--- src/rtl/rng_src_pkg.sv ---
// Shared types and constants for the pseudo-random epsilon stream source.
// Includes the 16-bit Fibonacci LFSR recurrence and a saturating tally helper.
package rng_src_pkg;

  typedef enum logic [1:0] {
    IDLE   = 2'd0,
    STREAM = 2'd1,
    WAIT   = 2'd2,
    FIN    = 2'd3
  } state_t;

  localparam logic [15:0] DEFAULT_SEED = 16'hACE1;

  // Taps of x^16 + x^14 + x^13 + x^11 + 1, MSB is the streamed bit
  localparam int TAP_A = 15;
  localparam int TAP_B = 13;
  localparam int TAP_C = 12;
  localparam int TAP_D = 10;

  localparam int CNT_W      = 8;
  localparam int SEQ_LEFT_W = 9;
  localparam int BIT_CNT_W  = 16;

  function automatic logic [15:0] lfsr_next(input logic [15:0] s);
    return {s[14:0], s[TAP_A] ^ s[TAP_B] ^ s[TAP_C] ^ s[TAP_D]};
  endfunction

  function automatic logic [CNT_W-1:0] sat_inc(input logic [CNT_W-1:0] c);
    return (&c) ? c : c + 1'b1;
  endfunction

endpackage

--- src/rtl/rng_lfsr16.sv ---
// 16-bit LFSR with synchronous load and step; a zero seed would lock up,
// so it is replaced by the default seed on load.
module rng_lfsr16
  import rng_src_pkg::*;
(
  input  logic        clk,
  input  logic        rst_n,
  input  logic        load,
  input  logic [15:0] seed,
  input  logic        step,
  output logic [15:0] state
);

  always_ff @(posedge clk or negedge rst_n) begin
    if (!rst_n) begin
      state <= DEFAULT_SEED;
    end else if (load) begin
      state <= (seed == 16'h0000) ? DEFAULT_SEED : seed;
    end else if (step) begin
      state <= lfsr_next(state);
    end
  end

endmodule

--- src/rtl/rng_stream_source.sv ---
// Streams framed pseudo-random sequences on epsilon_out and tallies the
// tester's per-sequence verdicts, aborting the run on a verdict timeout.
module rng_stream_source
  import rng_src_pkg::*;
#(
  parameter int SEQ_LEN = 128,
  parameter int TIMEOUT = 4096
) (
  input  logic             clk,
  input  logic             rst_n,
  input  logic             start,
  input  logic [15:0]      seed,
  input  logic [7:0]       num_seq,
  input  logic             bias_en,
  output logic             epsilon_out,
  input  logic             valid_in,
  input  logic             is_random_in,
  output logic             busy,
  output logic             done,
  output logic [CNT_W-1:0] pass_cnt,
  output logic [CNT_W-1:0] fail_cnt,
  output logic             timeout_err
);

  localparam int WAIT_W = $clog2(TIMEOUT + 1);
  localparam logic [BIT_CNT_W-1:0] LAST_BIT  = BIT_CNT_W'(SEQ_LEN - 1);
  localparam logic [WAIT_W-1:0]    LAST_WAIT = WAIT_W'(TIMEOUT - 1);

  state_t                 state;
  logic                   bias;
  logic [SEQ_LEFT_W-1:0]  seq_left;
  logic [BIT_CNT_W-1:0]   bit_cnt;
  logic [WAIT_W-1:0]      wait_cnt;
  logic [15:0]            lfsr_state;
  logic                   lfsr_load;
  logic                   lfsr_step;

  assign lfsr_load = (state == IDLE) && start;
  assign lfsr_step = (state == STREAM);

  rng_lfsr16 u_lfsr (
    .clk   (clk),
    .rst_n (rst_n),
    .load  (lfsr_load),
    .seed  (seed),
    .step  (lfsr_step),
    .state (lfsr_state)
  );

  // Only the MSB is streamed; the lower bits exist solely as LFSR history
  logic unused_lfsr_bits;
  assign unused_lfsr_bits = ^lfsr_state[14:0];

  always_ff @(posedge clk or negedge rst_n) begin
    if (!rst_n) begin
      state       <= IDLE;
      bias        <= 1'b0;
      seq_left    <= '0;
      bit_cnt     <= '0;
      wait_cnt    <= '0;
      epsilon_out <= 1'b0;
      busy        <= 1'b0;
      done        <= 1'b0;
      pass_cnt    <= '0;
      fail_cnt    <= '0;
      timeout_err <= 1'b0;
    end else begin
      done        <= 1'b0;
      epsilon_out <= 1'b0;
      case (state)
        IDLE: begin
          if (start) begin
            bias        <= bias_en;
            seq_left    <= (num_seq == 8'd0) ? SEQ_LEFT_W'(256) : {1'b0, num_seq};
            bit_cnt     <= '0;
            pass_cnt    <= '0;
            fail_cnt    <= '0;
            timeout_err <= 1'b0;
            busy        <= 1'b1;
            state       <= STREAM;
          end
        end
        STREAM: begin
          epsilon_out <= bias ? 1'b1 : lfsr_state[TAP_A];
          if (bit_cnt == LAST_BIT) begin
            bit_cnt  <= '0;
            wait_cnt <= '0;
            state    <= WAIT;
          end else begin
            bit_cnt <= bit_cnt + 1'b1;
          end
        end
        WAIT: begin
          // A verdict on the final timeout cycle still wins over the abort
          if (valid_in) begin
            if (is_random_in) pass_cnt <= sat_inc(pass_cnt);
            else              fail_cnt <= sat_inc(fail_cnt);
            seq_left <= seq_left - 1'b1;
            if (seq_left == SEQ_LEFT_W'(1)) begin
              done  <= 1'b1;
              state <= FIN;
            end else begin
              state <= STREAM;
            end
          end else if (wait_cnt == LAST_WAIT) begin
            timeout_err <= 1'b1;
            done        <= 1'b1;
            state       <= FIN;
          end else begin
            wait_cnt <= wait_cnt + 1'b1;
          end
        end
        FIN: begin
          busy  <= 1'b0;
          state <= IDLE;
        end
        default: state <= IDLE;
      endcase
    end
  end

endmodule

--- config.mk ---
export PLATFORM = sky130hd
export DESIGN_NAME = rng_stream_source
export DESIGN_NICKNAME = d
export VERILOG_FILES = /design/src/rtl/rng_src_pkg.sv /design/src/rtl/rng_lfsr16.sv /design/src/rtl/rng_stream_source.sv
export SDC_FILE = /design/constraint.sdc
export NUM_CORES = 1
export LEC_CHECK = 0
export ABC_AREA = 1
export CORE_MARGIN = 5
export CORE_UTILIZATION = 50
export DETAILED_ROUTE_END_ITERATION = 8
export DONT_BUFFER_PORTS = 1
export GPL_ROUTABILITY_DRIVEN = 0
export PLACE_DENSITY = 0.78
export SYNTH_ARGS = -nofsm -noshare
export SYNTH_HDL_FRONTEND = slang
export SYNTH_SLANG_ARGS = --single-unit
export TNS_END_PERCENT = 20
--- constraint.sdc ---
create_clock -name clk -period 1.6 [get_ports clk]
set_input_delay 0.16 -clock clk [delete_from_list [all_inputs] [get_ports clk]]
set_output_delay 0.16 -clock clk [all_outputs]
set_load 0.01 [all_outputs]
After elaboration in Yosys (flattened, before gate mapping) --
Index checks and enable logic that the tools add are counted.
Storage, ports and cells: bits in registers 77, input bits 30, word-level logic and storage cells 98
Cells by class: $add $sub $neg 5, equality and inequality tests 17, muxes and demuxes 41, bitwise operators 3, reductions and logical operators 20
Operators with widths (count):
- 16-bit 2-to-1 mux | 5
- 8-bit 2-to-1 mux | 7
- 13-bit 2-to-1 mux | 3
- 16-bit one-hot mux with 2 select lines | 1
- 8-bit one-hot mux with 2 select lines | 2
- 9-bit 2-to-1 mux | 3
- 13-bit one-hot mux with 2 select lines | 1
- 2-bit inequality test, second input constant | 9
- 9-bit one-hot mux with 2 select lines | 1
- 16-bit by 1-bit adder with 16-bit output, second input constant | 1
- 8-bit by 1-bit adder with 8-bit output, second input constant | 2
- 16-bit by 7-bit equality test with 1-bit output, second input constant | 1
- 16-bit logical NOT | 1
- 8-bit AND reduction | 2
- 13-bit by 1-bit adder with 13-bit output, second input constant | 1
- 13-bit by 12-bit equality test with 1-bit output, second input constant | 1
- 1-bit 2-to-1 mux | 10
- 2-bit 2-to-1 mux | 5
- 5-bit AND reduction | 2
- 2-bit nonzero test | 5
- 9-bit by 1-bit equality test with 1-bit output, second input constant | 1
- 9-bit by 1-bit subtractor with 9-bit output, second input constant | 1
- 8-bit logical NOT | 1
- 2-bit one-hot mux with 4 select lines | 1
- other kinds (11) | 19

Depth between registers and ports, before layout --
Gate-level depths: netlist of the first run.
depth after elaboration 5, gate-level depth with buffers 10

Cells and area by module --
From an unflattened synthesis of the first run, not the netlist that was laid out.
Second synthesis, totals: cells, all modules 648, area total of the unflattened synthesis 4720.8 sq um
Modules (own cells, without submodules):
- rng_stream_source | instances 1, cells each 521, area an instance 3746.1 sq um, sequential area each 1526.5 sq um
- rng_lfsr16 | instances 1, cells each 127, area an instance 974.7 sq um, sequential area each 410.4 sq um

Least setup slack after synthesis of the first run --
No wires, ideal clock.
path type register to register, start register bit_cnt[0], end register wait_cnt[0], library setup time 117 ps, arrival 1437 ps, data required time 1483 ps, path slack 46 ps, stages on the path, launching flop included 10, path buffers 1, cells stage by stage dfrtp_1 -> ha_1 -> nand3_2 -> nor2_2 -> nand2_2 -> a21oi_4 -> nand2_4 -> buf_8 -> nand2_2 -> nand2_1
Between the ends: cells in the longest elaborated chain, start to end 3
Ends and longest elaborated chain:
- start: declaration | line rng_stream_source.sv:32 | logic [BIT_CNT_W-1:0] bit_cnt;
- start signal: assignment | line rng_stream_source.sv:90 | bit_cnt <= bit_cnt + 1'b1;
- 16-bit by 7-bit equality test with 1-bit output | line rng_stream_source.sv:85 | if (bit_cnt == LAST_BIT) begin
- 2-bit by 1-bit inequality test with 1-bit output (no line)
- 4-bit AND reduction (no line)
- end signal: assignment | line rng_stream_source.sv:110 | wait_cnt <= wait_cnt + 1'b1;
- end: declaration | line rng_stream_source.sv:33 | logic [WAIT_W-1:0] wait_cnt;
Every way passes these cells. A chain may end at the register's enable or synchronous reset.

Worst setup path after layout of the first run --
start register bit_cnt[13], end register wait_cnt[2]
Same word-level chain as after synthesis.

==> results of run 1 <==
==> synthesized netlist by cell type (2+ instances only) <==
cell | instances | area (sq um)
sky130_fd_sc_hd__dfstp_2 | 8 | 210
sky130_fd_sc_hd__nand2_2 | 15 | 93.8
sky130_fd_sc_hd__nand2_1 | 162 | 608
sky130_fd_sc_hd__xnor2_1 | 4 | 35.0
sky130_fd_sc_hd__nand3_1 | 60 | 300
sky130_fd_sc_hd__o21ai_1 | 33 | 165
sky130_fd_sc_hd__or2_2 | 2 | 12.5
sky130_fd_sc_hd__a21oi_1 | 28 | 140
sky130_fd_sc_hd__nand3_2 | 2 | 20.0
sky130_fd_sc_hd__nor3b_1 | 2 | 15.0
sky130_fd_sc_hd__o22a_1 | 2 | 17.5
sky130_fd_sc_hd__o21ai_0 | 18 | 90.1
sky130_fd_sc_hd__nor2_1 | 62 | 233
sky130_fd_sc_hd__o22ai_1 | 6 | 37.5
sky130_fd_sc_hd__a22oi_1 | 8 | 60.1
sky130_fd_sc_hd__nor2_4 | 3 | 33.8
sky130_fd_sc_hd__inv_1 | 62 | 233
sky130_fd_sc_hd__dfrtp_1 | 69 | 1730
sky130_fd_sc_hd__xor2_1 | 4 | 35.0
sky130_fd_sc_hd__nor2_2 | 3 | 18.8
sky130_fd_sc_hd__o31ai_1 | 2 | 15.0
sky130_fd_sc_hd__and3_1 | 2 | 12.5
sky130_fd_sc_hd__buf_2 | 9 | 45.0
sky130_fd_sc_hd__ha_1 | 6 | 75.1
sky130_fd_sc_hd__o21bai_1 | 3 | 22.5
sky130_fd_sc_hd__nand4_1 | 14 | 87.6
sky130_fd_sc_hd__inv_2 | 8 | 30.0
sky130_fd_sc_hd__clkbuf_1 | 4 | 15.0
sky130_fd_sc_hd__nor3_1 | 9 | 45.0
sky130_fd_sc_hd__nand2_4 | 2 | 22.5
==> worst register-to-register path: cells and delay by family, from the launching register on <==
kind / cells / cell delay, ns
flip-flops: 1 / 0.42
AO/OA/AOI/OAI: 1 / 0.31
buffers and inverters: 1 / 0.18
AND/OR/NAND/NOR: 6 / 0.64
==> what timing repair did <==
item / in CTS / in global routing
hold endpoints to repair: 90 / 77
pin swaps: 0 / 5
resized for setup: 2 / 16
setup endpoints to repair: 13 / 38
gates cloned: 0 / 1
buffers inserted: 0 / 5
==> how the worst max path moves through the flow <==
stage | end | depth (start not counted) | slack (ns)
floorplan | wait_cnt[0] | 9 | 0.05
global placement | wait_cnt[10] | 9 | 0.08
detailed placement | wait_cnt[10] | 9 | -0.03
CTS | wait_cnt[10] | 8 | -0.004
global route | wait_cnt[2] | 9 | -0.10
finish | wait_cnt[2] | 8 | 0.003
==> per-stage QoR <==
stage | cell area, sq um | hold slack (ns) | power (mW) | utilization (%)
after CTS | 5180 | -0.524 | 3.61 | 58.8
final | 5290 | -0.515 | 3.58 | 60.1
after global placement | 4840 | -0.132 | 2.08 | 54.9
after global routing | 5290 | -0.532 | 3.70 | 60.1
after detailed placement | 4840 | -0.132 | 2.08 | 54.9
after floorplan | 4550 | -0.136 | 2.06 | -
==> registers in the layout, indices dropped and copies added (netlist names) <==
register and cells:
bit_cnt 16, u_lfsr.state 16, wait_cnt 13, timeout_err 1, state 2, seq_left 9
busy 1, done 1, fail_cnt 8, pass_cnt 8, bias 1, epsilon_out 1
==> layer usage <==
layer,vias to the layer above,part of all wire (%),routed length (microns)
met1,2045,43,4630
met2,116,49,5350
met3,15,6.5,699
met5,-,0,0
met4,0,1.4,147
li1,2133,-,-
==> kinds of logic after synthesis <==
kind of cell               count (synthesis)  synth area share [%]
and+or+nand+nor                          340                  33.5
AOI/OAI and AO/OA                        104                  13.1
buffers and inverters                     86                  7.68
DFF                                       77                  42.6
xor gates and xnor gates                   8                  1.54
adders and majority gates                  6                  1.65
==> placed cells by master (no fill, tap or decap), drive strengths merged, types with 3 or more instances in the layout <==
master       instances
nor2                68
nor3                 9
buf                 37
dfrtp               69
a21oi               29
clkbuf              10
ha                   6
inv                 71
clkinv               3
o21ai               52
a22oi                8
dfstp                8
nand3               62
xnor2                4
o22ai                6
nand2              180
o21bai               3
xor2                 4
nand4               15
dlygate4sd3         13
==> power breakdown <==
part           switching [mW]  internal [mW]
Clock                   0.745          0.760
Sequential            0.00824           1.96
Combinational          0.0562         0.0529
==> cell type report <==
class / instances / share of cell area, %
Clock buffer: 10 / 2.60
Clock inverter: 6 / 1.16
Inverter: 70 / 5.01
Multi-Input combinational cell: 459 / 44.3
Sequential cell: 77 / 36.6
Tap cell: 108 / 2.55
Timing Repair Buffer: 50 / 7.78
==> results.md, run 1 <==
- For this run, the leading register cell type out of synthesis is sky130_fd_sc_hd__dfrtp_1.
- Dividing the synthesized area by the synthesized cell count gives 7.32 sq um.
- The setup check on the worst reg-to-reg path leaves a slack of 0.003 ns.
- The number of nets in the synthesized netlist is 657.
- For this design the top-level I/O count stands at 50.
- The maximum fanout count along the critical path is 8.
- Compared with the post-synthesis result, the final layout area differs by 16.3%.
- The pin count of the biggest net entering global routing is 78.
- The type of element launching the critical path is a register.
- In this run, distinct cell masters in the synthesized netlist total 39.
- By startpoint and endpoint, the worst setup path is classified as register to register.
- The max-slew violation total from the final report is 0.
- The remaining routing DRC violations is 0.
- The reg-to-reg critical path endpoint is wait_cnt[2].
- The die outline height is 105 microns.
- Global routing finished with a remaining overflow of 0.
- The most frequent cell on the critical path is sky130_fd_sc_hd__nand2_1.
- The type of the tightest min-delay check is input port to asynchronous set/reset pin.
- For the pin with the worst max-slew slack, the measured transition is 0.551 ns.
- Counting tap cells, the placed design contains a total of 745 instances.
- The run finished, with violations left.
- The repair_antennas step left the layout with diodes totalling 0.
- The peak supply drop is 0.000471 V.
- At the worst endpoint, the required time is 1.89 ns.
- The die covers 11100 sq um.
- Setup total negative slack on the finished layout was measured at 0 ns.
- For this configuration, the core starts out at a cell density of 51.6%.
- The fraction of layout instances using a drive strength above 1 is 16.5%.
- The buffer type at the clock tree root is sky130_fd_sc_hd__clkbuf_8.
- The number of buffers on the longest clock path is 2.
- The number of synthesized flops with an enable pin is 0.
- The half-perimeter wire length after detailed placement is 7.61 mm.
- In the routed layout, each cell is associated on average with a via count of 5.52.
- The overall routing resource usage is 19.5%.
- The cell class contributing the biggest share of worst-path delay is simple AND/OR/NAND/NOR gates.
- The worst pin sits at a relative slew slack of 63.1%.
- Of the synthesized area, sequential elements account for 42.6%.
- The register clock-pin slew on the reported worst setup and hold paths is 0.08 ns.
- In the global route stage, met3 resource usage came out at 5.07%.
- The initial antenna violation count is 0.
- Input and output buffers added on the ports amount to 0.
- The start point of the critical path is bit_cnt[13].
- The power density over cell area is 677 nW/um^2.
- Fill cells in the final layout number 747.
- The highest cell delay on the worst timing path is 0.42 ns.
- The average wire per cell in the routed design is 13.9 microns.
- The number of clock buffers added by TritonCTS is 9.
- Summing all multi-input logic gate instances after layout gives 2340 sq um.
- The net count of the finished layout is 703.
- The pre-CTS worst setup slack is -0.0299 ns.
- The row count is 34.
- The floorplan die width is 105 microns.
- The number of cells on the worst reg-to-reg path is 8.
- The synthesized design contains 77 register bits.
- The startpoint identified for the worst register-to-register timing path is bit_cnt[13].
- Walking the worst path, the cells encountered are nor2_1, nand2_1, nor2_2, nand2_2, a21oi_4, buf_6, nand3_1, nand2_1.
- The core area is 8810 sq um.
- The static power due to leakage is 2.43 nW.
- The number of warning messages in the yosys log is 0.
- Across the routed clock network, the largest skew measured is 0.00891 ns.
- For this design, the CTS-stage hold fixing added 13 buffers.
- The share of the clock period used by the worst path after layout is 99.8%.
- The total setup violations reported at the end of the flow is 0.
- The buffer and inverter count on the worst path is 1.
- The total count of hold-check failures in the final report is 77.
- Counting every sink on the clock net gives 77.
- The overall routed net length is 10.8 mm.
- The detail route stage leaves a number of antenna-violating nets equal to 0.
- On the final layout, the worst hold slack is -0.515 ns.
- The number of levels the H-tree was split into is 3.
- After technology mapping, the gate count stands at 621.
- The proportion of synthesized flip-flops having asynchronous set or reset is 100%.
- The filler-free cell count of the finished design is 780.
- The number of global-route vias before repair is 4189.
- The tool flagged a number of max-cap violations equal to 0.
- Setup repair after global routing could not meet its margin everywhere.
- The final critical path time including I/O delays and setup is 1.60 ns.
- Global routing used 24.2% of the available met1 tracks.
- For the worst-skew pair, the clock arrives at the later sink with an insertion delay of 0.36 ns.
- The most used routing layer in global routing is met2.
- The pre-antenna-repair detailed-routing pass consisted of 5 iterations.
- Based on the critical path, the design can be clocked at up to 626 MHz.
- The clock tree from TritonCTS is built.
- Data on the critical path arrives at its endpoint at 1.89 ns.
- The final reports fail on hold timing.
- The cell area after synthesis is 4550 sq um.
- Among all stages on the critical path, the largest delay is contributed by sky130_fd_sc_hd__dfrtp_1.
- For this block, the initial DRC count from the detailed router was 276.
- The footprint of the flip-flops and latches is 1940 sq um.
- The first-pass GRT wire length is 18.3 mm.
- The critical path endpoint category is a register.
- Global routing used 33.6% of the available met2 tracks.
- The final route contains 4309 vias.
- The smallest setup slack after layout is 0.00272 ns.
(Power assumes the default switching activity.)
==> run 2: changes to the inputs <==
--- a/config.mk
+++ b/config.mk
@@ -7,11 +7,13 @@
 export LEC_CHECK = 0
 export ABC_AREA = 1
 export CORE_MARGIN = 5
-export CORE_UTILIZATION = 50
+export CORE_UTILIZATION = 40
 export DETAILED_ROUTE_END_ITERATION = 8
 export DONT_BUFFER_PORTS = 1
 export GPL_ROUTABILITY_DRIVEN = 0
-export PLACE_DENSITY = 0.78
+export MAX_ROUTING_LAYER = met4
+export PLACE_DENSITY = 0.66
+export SKIP_LAST_GASP = 1
 export SYNTH_ARGS = -nofsm -noshare
 export SYNTH_HDL_FRONTEND = slang
 export SYNTH_SLANG_ARGS = --single-unit
==> run 2 against run 1 <==
The flow still finishes with violations (hold timing). Clock skew is 0.0017 ns lower. Sequential share of layout area is 0.93 points lower. Total power is 18% higher. Worst setup slack better by 0.036 ns. Sequential power hardly changed. Utilization is 12 points lower. Critical endpoint unchanged. Cell count is 4.1% higher. Combinational power is 7% lower. First-iteration DRC count is 15% lower. Die area is 23% higher. Largest cell class unchanged. Non-clock buffer count is 3 lower.
==> results.md, run 2 (synthesis gave the netlist of run 1 again) <==
- The total of buffers placed on input and output ports was 0 (unchanged).
- The pin count of the biggest net entering global routing was 78 (unchanged).
- The initial DRC count is 235 (was 276).
- The setup clock skew after layout is 0.00722 ns (was 0.00891 ns).
- The floorplan die width is 117 microns (was 105 microns).
- The number of cells on the worst reg-to-reg path was 8 (unchanged).
- Violated checks: hold timing (unchanged).
- The register clock-pin slew on the reported worst setup and hold paths is 0.06 ns (was 0.08 ns).
- Regs by FF count: bit_cnt: 16 flops, u_lfsr.state: 16 flops, wait_cnt: 13 flops (unchanged).
- The total count of hold-check failures in the final report is 77 (unchanged).
- The average wire per cell in the routed design is 13.8 microns (was 13.9 microns).
- The cell area after layout is 5430 sq um (was 5290 sq um).
- The number of levels the H-tree was split into is 3 (unchanged).
- The post-route antenna net violation count was 0 (unchanged).
- The type of the tightest min-delay check is input port to asynchronous set/reset pin (unchanged).
- The overall routed net length was 11.2 mm (was 10.8 mm).
- The aggregate negative setup slack is 0 ns (unchanged).
- The detailed-route vias per instance is 5.27 (was 5.52).
- The layout net count is 700 (was 703).
- The die outline height is 117 microns (was 105 microns).
- The signed area change from the synthesized netlist to the final layout is 19.4% (was 16.3%).
- The total die area came to 13600 sq um (was 11100 sq um).
- The number of placed instances with taps included is 779 (was 745).
- The leading cell type in the layout, fill and taps excluded is sky130_fd_sc_hd__nand2_1 (unchanged).
- The detailed-routing iteration count for the pre-antenna-repair pass came to 5 (unchanged).
- The share of the clock period used by the worst path after layout is 97.6% (was 99.8%).
- The critical path endpoint category was a register (unchanged).
- The total overflow reported by the global router came to 0 (unchanged).
- The final critical path time including I/O delays and setup is 1.56 ns (was 1.60 ns).
- The total of fill cells in the finished design is 1083 (was 747).
- The max-cap violation count came to 0 (unchanged).
- The actual slew at the worst max-slew pin is 0.465 ns (was 0.551 ns).
- The upper clock frequency limit is 641 MHz (was 626 MHz).
- The clock latency on the worst-skew pair is 0.34 ns (was 0.36 ns).
- Top library cells by usage in the layout, fill and taps aside: sky130_fd_sc_hd__nand2_1 (161), sky130_fd_sc_hd__dfrtp_1 (68), sky130_fd_sc_hd__inv_1 (61), sky130_fd_sc_hd__nand3_1 (58), sky130_fd_sc_hd__nor2_1 (57) (was sky130_fd_sc_hd__nand2_1 (158), sky130_fd_sc_hd__dfrtp_1 (69), sky130_fd_sc_hd__inv_1 (62), sky130_fd_sc_hd__nor2_1 (59), sky130_fd_sc_hd__nand3_1 (59)).
- The sink count of the clock tree was 77 (unchanged).
- The placed instance area is 4890 sq um (was 4840 sq um).
- Outcome: finished with violations (unchanged).
- The core utilization of the finished layout is 48.2% (was 60.1%).
- The fraction of layout instances using a drive strength above 1 is 16.6% (was 16.5%).
- The filler-free cell count of the finished design came to 812 (was 780).
- The number of antenna diodes is 0 (unchanged).
- The required time of the worst setup path is 1.88 ns (was 1.89 ns).
- The number of clock buffers inserted by TritonCTS is 9 (unchanged).
- The static power due to leakage is 2.47 nW (was 2.43 nW).
- The core area is 11300 sq um (was 8810 sq um).
- The number of buffers on the longest clock path is 2 (unchanged).
- The half-perimeter wire length after detailed placement came to 7.68 mm (was 7.61 mm).
- The first-pass GRT wire length is 18.3 mm (about the same).
- The worst hold-check slack is -0.473 ns (was -0.515 ns).
- The total setup violations reported at the end of the flow came to 0 (unchanged).
- Setup repair after global routing missed its margin: true (unchanged).
- The effective utilization at floorplan is 40.3% (was 51.6%).
- The overall routing resource usage is 17.0% (was 19.5%).
- The remaining routing DRC violations is 0 (unchanged).
- The total I/O pin count is 50 (unchanged).
- The number of global-route vias before repair is 4004 (was 4189).
- The type of element launching the critical path was a register (unchanged).
- The clock tree from TritonCTS is built (unchanged).
- The overall power consumption is 4.23 mW (was 3.58 mW).
- The max-slew headroom at the worst pin is 68.9% (was 63.1%).
- The routed via count is 4283 (was 4309).
- The power density over cell area is 778 nW/um^2 (was 677 nW/um^2).
- The max-slew violation total from the final report is 0 (unchanged).
- The kind of critical path is register to register (unchanged).
- The peak supply drop is 0.000687 V (was 0.000471 V).
- The count of hold-fix buffers inserted at cts was 8 (was 13).
- The data arrival at the endpoint of the critical path was 1.84 ns (was 1.89 ns).
- The initial antenna violation count is 0 (unchanged).
- The row count came to 39 (was 34).
- The buffer type at the clock tree root was sky130_fd_sc_hd__clkbuf_16 (was sky130_fd_sc_hd__clkbuf_8).
- The maximum fanout count along the critical path is 8 (unchanged).
run 2: changes by cell type in the layout (fill, tap and decap cells not counted), moves of 2 or more:
| cell | change |
|---|---|
| sky130_fd_sc_hd__clkinv_2 | -2 |
| sky130_fd_sc_hd__clkbuf_8 | -10 |
| sky130_fd_sc_hd__nand2_1 | +3 |
| sky130_fd_sc_hd__clkbuf_16 | +9 |
| sky130_fd_sc_hd__dlygate4sd3_1 | -5 |
| sky130_fd_sc_hd__nor2_1 | -2 |
| sky130_fd_sc_hd__nand2_2 | -3 |
| sky130_fd_sc_hd__clkbuf_1 | +3 |
run 2: repair_timing:
action                                 in CTS  in global routing
pin swaps                                   0                  8
buffers inserted                            0                  8
endpoints found under the hold margin      85                 77
setup endpoints to repair                   3                 38
resized for setup                           1                 23
gates cloned                                0                  1
run 2: final timing paths:
check | start | to | slack, ns
setup reg to reg | bit_cnt[1] | wait_cnt[2] | 0.04
min in group clk | seed[13] | u_lfsr.state[13] | 0
max in group asynchronous | rst_n | u_lfsr.state[15] | 1.85
hold / removal | rst_n | bit_cnt[6] | -0.47
hold reg to reg | u_lfsr.state[0] | u_lfsr.state[0] | 0.47
setup / recovery | bit_cnt[1] | wait_cnt[2] | 0.04
run 2: worst max-delay path, cell delays in order, from the launching register on:
cell and delay [ns]:
sky130_fd_sc_hd__dfrtp_1 0.42, sky130_fd_sc_hd__ha_4 0.18, sky130_fd_sc_hd__nand3_4 0.10, sky130_fd_sc_hd__nor2_4 0.12, sky130_fd_sc_hd__nand2_4 0.07, sky130_fd_sc_hd__a21oi_4 0.28
sky130_fd_sc_hd__buf_6 0.19, sky130_fd_sc_hd__nand3_1 0.08, sky130_fd_sc_hd__nand2_1 0.07
run 2: metrics by stage:
step	hold WS [ns]	worst slack, ns
floorplan	-0.136	0.0464
global placement	-0.129	0.103
detailed placement	-0.129	0.0150
CTS	-0.492	-0.00617
global route	-0.491	-0.0566
finish	-0.473	0.0387
run 2: area by class of cell:
cell class,count,area (sq um),area share [%]
Sequential cell,77,1940,35.7
Inverter,70,268,4.93
Clock inverter,4,72.6,1.34
Multi-Input combinational cell,459,2340,43.2
Timing Repair Buffer,47,393,7.23
Clock buffer,12,236,4.35
Tap cell,143,179,3.29
run 2: power breakdown:
part | internal [mW] | switching (mW)
clock network | 1.37 | 0.792
logic | 0.0450 | 0.0563
registers | 1.96 | 0.00803
run 2: per-layer routing:
metal  vias to the layer above  GRT usage, %  part of all wire, %
met5                         -             -                    0
met4                         0          4.74                  1.2
met3                        19          4.82                  6.4
met2                       116          28.1                   49
met1                      2024          20.6                   43
li1                       2124             -                    -
==> run 3: changes to the inputs <==
--- a/config.mk
+++ b/config.mk
@@ -6,7 +6,7 @@
 export NUM_CORES = 1
 export LEC_CHECK = 0
 export ABC_AREA = 1
-export CORE_MARGIN = 5
+export CORE_MARGIN = 2
 export CORE_UTILIZATION = 40
 export DETAILED_ROUTE_END_ITERATION = 8
 export DONT_BUFFER_PORTS = 1
@@ -17,4 +17,4 @@
 export SYNTH_ARGS = -nofsm -noshare
 export SYNTH_HDL_FRONTEND = slang
 export SYNTH_SLANG_ARGS = --single-unit
-export TNS_END_PERCENT = 20
+export TNS_END_PERCENT = 100
==> run 3 against run 2 <==
The run still ends with hold timing left. First-iteration DRC count shrank 19%. Total power decreased by 3.4%. Critical path depth is 1 higher. Maximum frequency grew 1.6%. Critical endpoint is now wait_cnt[12].
==> results.md, run 3 (synthesis gave the netlist of run 1 again) <==
- The final critical path time including I/O delays and setup is 1.54 ns (was 1.56 ns).
- The die outline height is 111 microns (was 117 microns).
- The pre-CTS worst setup slack came to 0.0413 ns (was 0.0150 ns).
- The number of global-route vias before repair is 3987 (was 4004).
- The register clock-pin slew on the reported worst setup and hold paths came to 0.05 ns (was 0.06 ns).
- The max-slew violation total from the final report is 0 (unchanged).
- The signed area change from the synthesized netlist to the final layout is 20.1% (was 19.4%).
- The worst hold-check slack is -0.465 ns (was -0.473 ns).
- The initial DRC count came to 190 (was 235).
- The number of levels the H-tree was split into is 3 (unchanged).
- The routed via count is 4187 (was 4283).
- The core area is 11000 sq um (was 11300 sq um).
- The filler-free cell count of the finished design is 811 (was 812).
- The layout net count is 702 (was 700).
- The launching point of the worst reg2reg path was bit_cnt[1] (unchanged).
- The floorplan die width came to 111 microns (was 117 microns).
- The placed instance area is 4910 sq um (was 4890 sq um).
- The initial antenna violation count is 0 (unchanged).
- The smallest setup slack after layout came to 0.0632 ns (was 0.0387 ns).
- The average wire per cell in the routed design is 13.1 microns (was 13.8 microns).
- Outcome: finished with violations (unchanged).
- Violated checks: hold timing (unchanged).
- The share of the clock period used by the worst path after layout is 96.1% (was 97.6%).
- The data arrival at the endpoint of the critical path is 1.75 ns (was 1.84 ns).
- The number of antenna diodes is 0 (unchanged).
- The row count is 38 (was 39).
- The effective utilization at floorplan was 41.4% (was 40.3%).
- The required time of the worst setup path is 1.82 ns (was 1.88 ns).
- The upper clock frequency limit came to 651 MHz (was 641 MHz).
- Regs by FF count: bit_cnt: 16 flops, u_lfsr.state: 16 flops, wait_cnt: 13 flops (unchanged).
- The peak supply drop is 0.000636 V (was 0.000687 V).
- The total count of hold-check failures in the final report was 77 (unchanged).
- The kind of critical path is register to register (unchanged).
- The clock tree from TritonCTS is built (unchanged).
- The type of the tightest min-delay check is input port to asynchronous set/reset pin (unchanged).
- The detailed-routing iteration count for the pre-antenna-repair pass came to 4 (was 5).
- The clock latency on the worst-skew pair is 0.33 ns (was 0.34 ns).
- The detailed-route vias per instance was 5.16 (was 5.27).
- The static power due to leakage is 2.49 nW (was 2.47 nW).
- The overall routing resource usage is 18.3% (was 17.0%).
- Top library cells by usage in the layout, fill and taps aside: sky130_fd_sc_hd__nand2_1 (162), sky130_fd_sc_hd__dfrtp_1 (69), sky130_fd_sc_hd__inv_1 (62), sky130_fd_sc_hd__nand3_1 (58), sky130_fd_sc_hd__nor2_1 (55) (was sky130_fd_sc_hd__nand2_1 (161), sky130_fd_sc_hd__dfrtp_1 (68), sky130_fd_sc_hd__inv_1 (61), sky130_fd_sc_hd__nand3_1 (58), sky130_fd_sc_hd__nor2_1 (57)).
- The total setup violations reported at the end of the flow is 0 (unchanged).
- The total die area is 12200 sq um (was 13600 sq um).
- The total overflow reported by the global router was 0 (unchanged).
- The total of buffers placed on input and output ports was 0 (unchanged).
- The maximum fanout count along the critical path is 6 (was 8).
- The power density over cell area is 747 nW/um^2 (was 778 nW/um^2).
- The count of hold-fix buffers inserted at cts is 6 (was 8).
- The leading cell type in the layout, fill and taps excluded is sky130_fd_sc_hd__nand2_1 (unchanged).
- The termination of the worst setup path is wait_cnt[12] (was wait_cnt[2]).
- The buffer type at the clock tree root is sky130_fd_sc_hd__clkbuf_16 (unchanged).
- The first-pass GRT wire length is 18.5 mm (was 18.3 mm).
- The cell area after layout came to 5460 sq um (was 5430 sq um).
- The setup clock skew after layout came to 0.00789 ns (was 0.00722 ns).
- The critical path endpoint category is a register (unchanged).
- The reg-to-reg critical path endpoint is wait_cnt[12] (was wait_cnt[2]).
- The overall power consumption is 4.08 mW (was 4.23 mW).
- The total of fill cells in the finished design came to 1038 (was 1083).
- The number of cells on the worst reg-to-reg path is 9 (was 8).
- The pin count of the biggest net entering global routing is 78 (unchanged).
- The number of placed instances with taps included came to 778 (was 779).
- The fraction of layout instances using a drive strength above 1 is 17.3% (was 16.6%).
- The half-perimeter wire length after detailed placement is 7.48 mm (was 7.68 mm).
- The type of element launching the critical path is a register (unchanged).
- The start point of the critical path is bit_cnt[1] (unchanged).
- The minimum setup slack among reg-to-reg paths is 0.06 ns (was 0.04 ns).
- The sink count of the clock tree is 77 (unchanged).
- The post-route antenna net violation count came to 0 (unchanged).
- The actual slew at the worst max-slew pin came to 0.478 ns (was 0.465 ns).
- The overall routed net length came to 10.6 mm (was 11.2 mm).
- The max-cap violation count is 0 (unchanged).
- The total I/O pin count is 50 (unchanged).
- The remaining routing DRC violations was 0 (unchanged).
- The number of buffers on the longest clock path is 2 (unchanged).
- The number of clock buffers inserted by TritonCTS is 9 (unchanged).
- The max-slew headroom at the worst pin is 68.0% (was 68.9%).
[run 3: cell count changes in the layout (fill, tap and decap cells not counted), moves of 2 or more]
cell / previous run / this run
sky130_fd_sc_hd__buf_12: 1 / 3
sky130_fd_sc_hd__dlygate4sd3_1: 8 / 6
sky130_fd_sc_hd__nor2_2: 6 / 8
sky130_fd_sc_hd__nor2_1: 57 / 55
[run 3: critical path: stages (launching register included)]
cell                      delay [ns]
sky130_fd_sc_hd__dfrtp_1        0.43
sky130_fd_sc_hd__ha_4           0.18
sky130_fd_sc_hd__nand3_4        0.09
sky130_fd_sc_hd__nor2_4         0.11
sky130_fd_sc_hd__nand2_4        0.08
sky130_fd_sc_hd__a21oi_4        0.19
sky130_fd_sc_hd__buf_4          0.15
sky130_fd_sc_hd__nand2_4        0.08
sky130_fd_sc_hd__nand2_2        0.07
sky130_fd_sc_hd__nand2_1        0.04
[run 3: per-layer routing]
| layer | GRT usage [%] | wire length (microns) | up-vias |
|---|---|---|---|
| met5 | - | 0 | - |
| met3 | 4.83 | 561 | 11 |
| li1 | - | - | 2135 |
| met1 | 23.3 | 4870 | 1951 |
| met2 | 29.3 | 5090 | 90 |
| met4 | 4.17 | 113 | 0 |
[run 3: cell type report]
type | count | area [sq um] | area share (%)
timing repair buffer | 49 | 432 | 7.90
sequential | 77 | 1940 | 35.5
multi-input combinational | 459 | 2360 | 43.2
clock inverter | 4 | 47.5 | 0.870
tap | 140 | 175 | 3.21
clock buffer | 12 | 246 | 4.51
inverter | 70 | 268 | 4.90
[run 3: what timing repair did]
action / CTS / global route
gates resized for setup: 0 / 26
endpoints found under the hold margin: 83 / 77
setup buffers: 0 / 10
endpoints found under the setup margin: 0 / 48
[run 3: how the worst min path moves through the flow]
stage / end / startpoint / slack, ns
6_report: bit_cnt[14] / rst_n / -0.46
5_1_grt: bit_cnt[15] / rst_n / -0.49
4_1_cts: bit_cnt[15] / rst_n / -0.48
3_5_place_dp: bit_cnt[14] / rst_n / -0.13
3_3_place_gp: bit_cnt[12] / rst_n / -0.13
2_1_floorplan: bias / rst_n / -0.14
[run 3: report_power, final]
part	leakage [nW]	total, mW	switching [mW]	internal, mW
registers	0.982	1.97	0.00885	1.96
clock network	0.143	2.02	0.771	1.25
logic	1.37	0.0970	0.0549	0.0421
[run 3: metrics by stage]
step / util (%) / setup TNS [ns] / hold WS [ns]
after floorplan: - / 0 / -0.136
after global placement: 44.7 / 0 / -0.129
after detailed placement: 44.7 / 0 / -0.129
after CTS: 47.9 / 0 / -0.484
after global routing: 49.7 / -0.0938 / -0.488
final: 49.7 / 0 / -0.465
